==> src/rtl/circle_path_ctrl.sv <==
// circle_path_ctrl: moves a single circle glyph around the perimeter of a
// multi-digit 7-segment display. The top row is walked left-to-right and the
// bottom row right-to-left (clockwise), or in reverse when dir_i is set.
// row_o and digit_en_o drive the per-digit circle_on_seg encoders directly.
// Every output is registered, so no input reaches an output combinationally.
module circle_path_ctrl #(
  parameter int NUM_DIGITS  = 4,
  parameter int STEP_CYCLES = 50000000,
  parameter int POS_W       = $clog2(2 * NUM_DIGITS)
) (
  input  logic                  clk_i,
  input  logic                  rst_ni,
  input  logic                  run_i,
  input  logic                  dir_i,
  input  logic                  step_i,
  output logic                  row_o,
  output logic [NUM_DIGITS-1:0] digit_en_o,
  output logic [POS_W-1:0]      pos_o,
  output logic                  step_o
);

  // Prescaler width. Keep at least one bit so STEP_CYCLES = 1 still elaborates;
  // in that case the counter sits at its terminal value and fires every cycle.
  localparam int CNT_W = (STEP_CYCLES > 1) ? $clog2(STEP_CYCLES) : 1;
  localparam logic [CNT_W-1:0] CNT_LAST  = CNT_W'(STEP_CYCLES - 1);
  localparam logic [POS_W-1:0] POS_LAST  = POS_W'(2 * NUM_DIGITS - 1);
  localparam logic [POS_W-1:0] POS_SPLIT = POS_W'(NUM_DIGITS);

  typedef enum logic {
    ST_STOP = 1'b0,
    ST_RUN  = 1'b1
  } state_e;

  state_e                  state_q, state_d;
  logic [CNT_W-1:0]        cnt_q, cnt_d;
  logic                    advance;
  logic [POS_W-1:0]        pos_d;
  logic [POS_W-1:0]        digit_idx;
  logic                    row_d;
  logic [NUM_DIGITS-1:0]   digit_en_d;

  // Next-state, prescaler and advance strobe. The strobe comes from the
  // registered state, so a run_i change only takes effect one cycle later.
  always_comb begin
    // NOTE: every signal written here gets a default before any branch, so no
    // path can leave it unassigned and infer a latch.
    state_d = state_q;
    cnt_d   = '0;
    advance = 1'b0;
    case (state_q)
      ST_STOP: begin
        // Prescaler is held at zero so each RUN entry waits a full interval.
        if (run_i) state_d = ST_RUN;
        advance = step_i;
      end
      ST_RUN: begin
        if (!run_i) state_d = ST_STOP;
        if (cnt_q == CNT_LAST) begin
          advance = 1'b1;
        end else begin
          cnt_d = cnt_q + 1'b1;
        end
      end
      default: state_d = ST_STOP;
    endcase
  end

  // Next position and its mapping onto the display row and one-hot digit.
  // dir_i only matters in the advance cycle, so it can change freely between
  // steps without moving the circle.
  always_comb begin
    pos_d = pos_o;
    if (advance) begin
      if (dir_i) begin
        pos_d = (pos_o == '0) ? POS_LAST : pos_o - 1'b1;
      end else begin
        pos_d = (pos_o == POS_LAST) ? '0 : pos_o + 1'b1;
      end
    end
    // Top row: digit index equals position. Bottom row: walked back from the
    // rightmost digit, so the corners repeat the same digit on both rows.
    row_d     = (pos_d < POS_SPLIT);
    digit_idx = row_d ? pos_d : (POS_LAST - pos_d);
    digit_en_d = '0;
    for (int k = 0; k < NUM_DIGITS; k++) begin
      digit_en_d[k] = (digit_idx == POS_W'(k));
    end
  end

  // Mode register and prescaler.
  always_ff @(posedge clk_i or negedge rst_ni) begin
    // NOTE: sequential state uses non-blocking assignments so every register
    // samples pre-edge values regardless of statement order.
    if (!rst_ni) begin
      state_q <= ST_STOP;
      cnt_q   <= '0;
    end else begin
      state_q <= state_d;
      cnt_q   <= cnt_d;
    end
  end

  // Registered outputs; step_o marks the first cycle of each new position.
  always_ff @(posedge clk_i or negedge rst_ni) begin
    if (!rst_ni) begin
      pos_o      <= '0;
      row_o      <= 1'b1;
      digit_en_o <= NUM_DIGITS'(1);
      step_o     <= 1'b0;
    end else begin
      pos_o      <= pos_d;
      row_o      <= row_d;
      digit_en_o <= digit_en_d;
      step_o     <= advance;
    end
  end

endmodule

==> config.mk <==
export PLATFORM = sky130hd
export DESIGN_NAME = circle_path_ctrl
export DESIGN_NICKNAME = d
export VERILOG_FILES = /design/src/rtl/circle_path_ctrl.sv
export SDC_FILE = /design/constraint.sdc
export NUM_CORES = 1
export LEC_CHECK = 0
export ABC_CLOCK_PERIOD_IN_PS = 2300
export BUFFER_PORTS_ARGS = -buffer_cell sky130_fd_sc_hd__buf_4
export CAP_MARGIN = 20
export CORE_MARGIN = 2
export CORE_UTILIZATION = 45
export CTS_CLUSTER_DIAMETER = 30
export DETAILED_ROUTE_END_ITERATION = 12
export PLACE_DENSITY = 0.77
export SETUP_SLACK_MARGIN = 0.05
export SLEW_MARGIN = 5
export SYNTH_ARGS = -nofsm -noshare
export SYNTH_HDL_FRONTEND = slang
export SYNTH_SLANG_ARGS = --single-unit
==> constraint.sdc <==
create_clock -name clk_i -period 2.3 [get_ports clk_i]
set_input_delay 0.69 -clock clk_i [delete_from_list [all_inputs] [get_ports clk_i]]
set_output_delay 0.69 -clock clk_i [all_outputs]
set_load 0.01 [all_outputs]
-- Yosys cells after proc, flatten, opt, wreduce, memory -nomap -nowiden
Cells that the tools add are included.
- flip-flop bits (word level): 36
- bits of input ports: 5
- logic and storage cells: 29
- $add $sub $neg: 4
- $lt $le $gt $ge: 1
- equality and inequality tests: 5
- mux-type cells: 10
- bitwise gates (word level): 1
- reductions and logical operators: 2
- operators with widths (kind ; count):
    $mux W26 ; 2
    $add A26 B1 Y26 const B ; 1
    $eq A26 B26 Y1 const B ; 1
    $mux W3 ; 5
    $eq A3 B2 Y1 const B ; 2
    $logic_not A3 Y1 ; 2
    $add A3 B1 Y3 const B ; 1
    $eq A3 B1 Y1 const B ; 1
    $eq A3 B3 Y1 const B ; 1
    $lt A3 B3 Y1 const B ; 1
    $sub A3 B1 Y3 const B ; 1
    $sub A3 B3 Y3 const A ; 1
    $mux W1 ; 2
    $pmux W1 S2 ; 1
    $not A1 Y1 ; 1

-- Depth between registers and ports, before layout
Gate-level depths: netlist of run 1.
- word-level depth: 7
- gate-level depth with buffers: 7

-- Worst setup path after synthesis of run 1
No wires, ideal clock.
- path kind: reg-to-reg
- start point: reg cnt_q[7]
- end point: reg pos_o[0]
- library setup time: 0.125 ns
- arrival time: 2.019 ns
- setup slack: 0.156 ns
- cell stages (with the launch flop): 7
- cell sequence: dfrtp_1 > or4_1 > nor4_1 > nand4_1 > mux2_4 > buf_6 > mux2_4
- word-level cells in the longest chain between the ends: 4
- RTL lines (item ; RTL line ; source):
    start: declaration ; 35 ; logic [CNT_W-1:0] cnt_q, cnt_d;
    start signal: assignment ; 99 ; cnt_q <= cnt_d;
    $eq A26 B26 Y1 ; 58 ; if (cnt_q == CNT_LAST) begin
    $mux W1 ; 58 ;
    $pmux W1 S2 ; 50 ; case (state_q)
    $mux W3 ; 73 ; if (advance) begin
    via pos_d[0] ; 37 ; logic [POS_W-1:0] pos_d;
    end signal: assignment ; 111 ; pos_o <= pos_d;
    end: declaration ; 18 ; output logic [POS_W-1:0] pos_o,
The timed path passes the listed nets, and every way through them passes these cells.

-- Worst setup path in the final report of run 1
- start point: reg cnt_q[10]
- end point: reg pos_o[0]
Same word-level chain as after synthesis.

==> results by group, run 1 <==
Outcome
  – Outcome: completed

Detailed routing
  – Iter 0 DRT Violations: 98
  – Number of vias per cell: 5.277
  – Post-Route WL: 3542 µm
  – Drt first pass iters: 4
  – Drc violations: 0
  – Avg WL per Cell: 13.27 µm
  – Final ANT Viol Nets: 0
  – Vias: 1,409

Critical path
  – R2R Setup Slk: 0.12 ns
  – Critical path data required time: 2.48 ns
  – Worst EP arrival: 2.36 ns
  – Startpoint Class: register
  – Endpoint class of the critical path: register
  – CP Max Fanout: 8
  – Crit Path Category: reg2reg

CTS
  – Worst-path clk slew: 0.07 ns
  – Inserted Clock Buffers: 5
  – CTS tree: built
  – CTS Root Cell: clkbuf_8
  – CTS Sinks: 36
  – Hold buffers post-CTS: 0
  – Worst-Skew Late Latency: 0.29 ns
  – H-tree levels: 2
  – Clk buf depth: 2

Synth
  – Syn_area_per_cell: 9.876 µm²
  – Post-Syn Nets: 198
  – Synth Cell Area: 1857 µm²
  – Top cell type's share of synthesized area: 45.82%
  – Ys async rst share: 100.0%
  – Most frequent cells after synthesis: 34 x dfrtp_1, 34 x nor2_1, 16 x xor2_1, 13 x nand2_1, 12 x nand3_1
  – Synth cell types: 34
  – Area contributors post-synth: dfrtp_1 46%, xor2_1 7.5%, nor2_1 6.9%, mux2i_1 4.3%, ha_1 3.4%
  – Post-synthesis sequential area ratio: 48.65%
  – Yosys top cell by area: dfrtp_1
  – Mapped Cells: 188
  – Top_reg_cell synth: dfrtp_1
  – Number of synthesized flops with an enable pin: 0
  – Synth Register Bits: 36
  – Synth warn: 0

Floorplanning
  – Die height: 68.24 µm
  – Core footprint: 3971 µm²
  – Io pins: 14
  – Die area: 4656 µm²
  – Initial Util: 46.75%
  – Die span in x: 68.24 µm
  – Row count: 23

STA
  – RSZ-0062 raised after global routing: false
  – Setup_tns: 0 ns
  – Max Slew Vio Count: 0
  – Final setup violation count: 0
  – Slew headroom: 68.29%
  – Maximum clock rate: 458.3 MHz
  – Post-route setup slack: 0.1179 ns
  – Period minus WS final: 2.182 ns
  – Final hold vios: 0
  – Fin Hold WS: 0.3374 ns
  – Clock skew: 0.005477 ns
  – Final worst-path cycle share: 94.88%
  – Measured slew at the worst slew-check pin: 0.4757 ns

Place
  – Dpl ws: 0.1126 ns
  – Global placement routability congestion: 0.7756
  – I/O Buffers: 13
  – Post-detail-place hpwl: 2388 µm
  – Placed instance count: 253

Global routing
  – All-Layer GR Usage: 18.22%
  – Met3 usage: 3.947%
  – Initial antenna violation count: 0
  – Total grt overflow: 0
  – Largest net degree at the start of global routing: 37
  – Grt peak-use layer: met2
  – Vias in the first global route: 1,386
  – Met1 usage: 23.44%
  – Met2 usage: 28.64%
  – First-pass GRT wire length: 6141 µm

Pwr
  – Switching share of power: 33.13%
  – Power Total: 0.001905 W
  – Leakage: 1.034 nW
  – P_sw: 0.0006311 W
  – VDD IR max: 705.9 µV
  – Logic pwr share: 33.9%
  – Clk pwr share: 24.1%
  – Pwr dens: 871.9 nW/µm²
  – Reg power frac: 42.0%
  – Pint: 0.001274 W

Cells and area
  – Post-Layout Cell Count: 267
  – Final Net Count: 226
  – Synthesis-to-finish area growth: 17.66%
  – Layout cells sized above 1: 18.89%
  – Fillers: 368
  – Ant. Diodes: 0

Hold path
  – Hold Crit Class: in2async

Run
  – Total of max-cap violations: 0
through the flow:
stage / cell area, µm² / util (%)
floorplan: 1857 / -
global placement: 2039 / 51.35
detailed placement: 2039 / 51.35
CTS: 2130 / 53.62
global route: 2185 / 55.01
finish: 2185 / 55.01
repair_timing:
action / CTS / global route
endpoints found under the hold margin: 0 / 0
resized for setup: 0 / 2
setup endpoints to repair: 0 / 2
setup buffers: 0 / 6
worst max-delay path, cell delays in order, from the launching register on:
cell and delay, ns:
dfrtp_1 0.39, or4b_4 0.55, nor4_2 0.28, nand4_1 0.17
mux2_4 0.36, mux2_4 0.31
cells by family (layout without fill, tap and decap cells):
logic type | after synthesis | count (layout) | synth area share [%]
AND/OR/NAND/NOR | 92 | 92 | 24.06
flip-flops | 36 | 36 | 48.65
XOR/XNOR | 23 | 23 | 10.85
AO/OA/AOI/OAI | 11 | 11 | 3.908
multiplexers | 11 | 11 | 6.739
buffers and inverters | 10 | 39 | 2.426
adder cells (fa/ha/maj) | 5 | 5 | 3.369
registers in the layout (all words and copies together) (netlist names):
register / cells
state_q: 1
cnt_q: 26
step_o: 1
row_o: 1
digit_en_o: 4
pos_o: 3
cell usage in the layout (no fill, tap or decap), types with 2 or more instances in the layout:
cell type,n
a21oi_1,3
a22oi_1,2
and3_1,5
buf_4,25
clkbuf_1,2
clkbuf_8,6
dfrtp_1,34
dfstp_2,2
ha_1,5
inv_1,6
mux2_4,3
mux2i_1,8
nand2_1,13
nand2b_1,2
nand3_1,12
nand4_1,7
nor2_1,34
nor2b_1,4
nor3_1,5
nor4_1,2
or3_1,2
xnor2_1,7
xor2_1,16
routing by layer:
metal | wire length, µm | vias to the layer above | share of wire (%)
met5 | 0 | - | 0
met4 | 80 | 0 | 2.3
met3 | 75 | 5 | 2.1
met2 | 1717 | 15 | 48
met1 | 1669 | 687 | 47
li1 | - | 702 | -
cell type report:
class | count | area, µm² | share of cell area (%)
Multi-Input combinational cell | 142 | 918.4 | 42.04
Sequential cell | 36 | 903.4 | 41.35
Clock buffer | 8 | 90.09 | 4.124
Inverter | 6 | 22.52 | 1.031
Timing Repair Buffer | 25 | 187.7 | 8.591
Tap cell | 50 | 62.56 | 2.864
final timing paths:
path | start | depth (start not counted) | endpoint
max | cnt_q[10]$_DFF_PN0_ | 5 | pos_o[0]$_DFF_PN0_
max reg2reg | cnt_q[10]$_DFF_PN0_ | 5 | pos_o[0]$_DFF_PN0_
min reg2reg | cnt_q[0]$_DFF_PN0_ | 1 | cnt_q[0]$_DFF_PN0_
max in group asynchronous | rst_ni | 1 | row_o$_DFF_PN1_
min | rst_ni | 1 | cnt_q[2]$_DFF_PN0_
min in group clk_i | cnt_q[0]$_DFF_PN0_ | 1 | cnt_q[0]$_DFF_PN0_
power by group through the flow:
stage / clock network, W / registers [W] / logic, W
after CTS: 0.000475 / 0.000801 / 0.000650
final: 0.000459 / 0.000800 / 0.000645
after global routing: 0.000509 / 0.000816 / 0.000734
after global placement: 0 / 0.000811 / 0.000623
after detailed placement: 0 / 0.000810 / 0.000644
after floorplan: 0 / 0.000809 / 0.000438
No activity file was read; power rests on OpenSTA's default activity.
==> run 2: changes to the inputs <==
--- a/config.mk
+++ b/config.mk
@@ -5,10 +5,10 @@
 export SDC_FILE = /design/constraint.sdc
 export NUM_CORES = 1
 export LEC_CHECK = 0
+export ABC_AREA = 1
 export ABC_CLOCK_PERIOD_IN_PS = 2300
 export BUFFER_PORTS_ARGS = -buffer_cell sky130_fd_sc_hd__buf_4
 export CAP_MARGIN = 20
-export CORE_MARGIN = 2
 export CORE_UTILIZATION = 45
 export CTS_CLUSTER_DIAMETER = 30
 export DETAILED_ROUTE_END_ITERATION = 12
==> results by group, run 2 <==
Outcome
  – Outcome: completed

Synth
  – Synth Register Bits: 36
  – Synth warn: 0
  – Synth cell types: 29
  – Area contributors post-synth: dfrtp_1 42%, nand2_1 10%, nor2_1 7.8%, inv_1 5.4%, nand3_1 3.9%
  – Top_reg_cell synth: dfrtp_1
  – Post-Syn Nets: 272
  – Top cell type's share of synthesized area: 41.85%
  – Synth Cell Area: 2033 µm²
  – Mapped Cells: 262
  – Post-synthesis sequential area ratio: 44.43%
  – Ys async rst share: 100.0%
  – Most frequent cells after synthesis: 56 x nand2_1, 42 x nor2_1, 34 x dfrtp_1, 29 x inv_1, 16 x nand3_1
  – Most common cell in the netlist: nand2_1
  – Syn_area_per_cell: 7.760 µm²
  – Number of synthesized flops with an enable pin: 0
  – Yosys top cell by area: dfrtp_1

Cells and area
  – Most flops, register: cnt_q
  – Ant. Diodes: 0
  – Final Net Count: 290
  – Finished layout cell area: 2276 µm²
  – Commonest non-fill, non-tap cell in the layout: nand2_1
  – Layout cells sized above 1: 18.51%
  – Fillers: 417
  – Fin util: 52.27%
  – Leading cell types in the layout, fill and taps excluded: 56 x nand2_1, 42 x nor2_1, 34 x dfrtp_1, 29 x inv_1, 16 x nand3_1
  – Largest registers: cnt_q: 26 flops, digit_en_o: 4 flops, pos_o: 3 flops
  – Synthesis-to-finish area growth: 11.94%
  – Max reg flops: 26
  – Post-Layout Cell Count: 333

Critical path
  – Endpoint class of the critical path: register
  – Worst EP arrival: 2.13 ns
  – CP Max Fanout: 16
  – Critical path data required time: 2.46 ns
  – Crit Path Category: reg2reg
  – Startpoint Class: register

STA
  – Final worst-path cycle share: 85.41%
  – Slew headroom: 69.78%
  – Max Slew Vio Count: 0
  – Period minus WS final: 1.965 ns
  – Clock skew: 0.003672 ns
  – Setup_tns: 0 ns
  – Measured slew at the worst slew-check pin: 0.4534 ns
  – Final setup violation count: 0
  – Final hold vios: 0
  – RSZ-0062 raised after global routing: false
  – Maximum clock rate: 509.0 MHz

Pwr
  – P_sw: 0.0005962 W
  – Reg power frac: 43.2%
  – Logic pwr share: 31.8%
  – VDD IR max: 527.6 µV
  – Clk pwr share: 25.0%
  – Leakage: 1.029 nW
  – Pwr dens: 793.4 nW/µm²
  – Pint: 0.001210 W
  – Switching share of power: 33.01%

Place
  – Placed instance count: 325
  – Post-detail-place hpwl: 2841 µm
  – Global placement routability congestion: 0.8456
  – DP Area: 2186 µm²
  – I/O Buffers: 13

Floorplanning
  – Die height: 69.22 µm
  – Core footprint: 4354 µm²
  – Io pins: 14
  – Row count: 24
  – Initial Util: 46.70%
  – Die span in x: 69.22 µm
  – Die area: 4791 µm²

CTS
  – Hold buffers post-CTS: 0
  – Worst-path clk slew: 0.07 ns
  – H-tree levels: 2
  – CTS Sinks: 36
  – Inserted Clock Buffers: 5
  – Post-CTS setup buffer count: 0
  – CTS resizes: 0
  – Clk buf depth: 2
  – CTS Root Cell: clkbuf_8
  – Worst-Skew Late Latency: 0.28 ns
  – CTS tree: built

Detailed routing
  – Drc violations: 0
  – Avg WL per Cell: 11.34 µm
  – Iter 0 DRT Violations: 58
  – Number of vias per cell: 5.123
  – Final ANT Viol Nets: 0
  – Post-Route WL: 3775 µm
  – Drt first pass iters: 4
  – Vias: 1,706

Global routing
  – Largest net degree at the start of global routing: 37
  – All-Layer GR Usage: 17.36%
  – Total grt overflow: 0
  – First-pass GRT wire length: 6727 µm
  – Initial antenna violation count: 0
  – Vias in the first global route: 1,594

Hold path
  – Hold Crit Class: in2async

Run
  – Total of max-cap violations: 0
## run 2: cell type report
cell class	count	area, µm²	share of cell area (%)
Clock buffer	8	90.09	3.958
Inverter	32	120.1	5.278
Multi-Input combinational cell	192	999.7	43.93
Sequential cell	36	903.4	39.69
Tap cell	52	65.06	2.859
Timing Repair Buffer	13	97.59	4.288
## run 2: cells by family (layout without fill, tap and decap cells)
logic type / Yosys count / in the layout / synth area share, %
compound gates: 28 / 28 / 7.139
xor+xnor: 6 / 6 / 2.585
fa+ha+maj: 5 / 5 / 3.077
buf+inv: 34 / 53 / 6.400
flops: 36 / 36 / 44.43
simple gates: 153 / 153 / 36.37
## run 2: path summary, 6_finish.rpt
check	startpoint	end	slack, ns	depth (start not counted)
worst min register to register	cnt_q[0]$_DFF_PN0_	cnt_q[0]$_DFF_PN0_	0.47	1
worst max register to register	cnt_q[0]$_DFF_PN0_	cnt_q[15]$_DFF_PN0_	0.34	10
max in group asynchronous	rst_ni	digit_en_o[0]$_DFF_PN1_	1.59	1
min in group clk_i	cnt_q[0]$_DFF_PN0_	cnt_q[0]$_DFF_PN0_	0.47	1
worst min-delay path	rst_ni	cnt_q[3]$_DFF_PN0_	0.35	1
worst max-delay path	cnt_q[0]$_DFF_PN0_	cnt_q[15]$_DFF_PN0_	0.34	10
## run 2: per-stage QoR
step                      setup WS [ns]  total power, W  hold slack, ns
after global placement           0.4135        0.001355          0.4436
after CTS                        0.3184        0.001834          0.3658
after detailed placement         0.3198        0.001370          0.4636
after floorplan                  0.7309        0.001172          0.3944
final                            0.3355        0.001806          0.3485
after global routing             0.1050        0.001938          0.3925
## run 2: power by group through the flow
stage          clock [W]  sequential, W  combinational [W]
2_1_floorplan          0       0.000818           0.000354
3_3_place_gp           0       0.000792           0.000563
3_5_place_dp           0       0.000791           0.000579
4_1_cts         0.000470       0.000782           0.000582
5_1_grt         0.000490       0.000789           0.000659
6_report        0.000451       0.000780           0.000574
## run 2: critical path: stages (launching register included)
cell and delay, ns:
dfrtp_1 0.37, ha_1 0.19, nand2_1 0.10, nor2_4 0.15, nand2_1 0.07, nor2_1 0.09, nand2_1 0.07, nand2_2 0.27
inv_1 0.27, o21ai_0 0.17, a21oi_1 0.10
## run 2: layer usage
| metal | up-vias | part of all wire, % | track usage [%] |
|---|---|---|---|
| met3 | 5 | 3.4 | 3.052 |
| li1 | 869 | - | - |
| met4 | 0 | 1.4 | 8.163 |
| met2 | 32 | 47 | 28.69 |
| met1 | 800 | 48 | 22.08 |
| met5 | - | 0 | 0 |
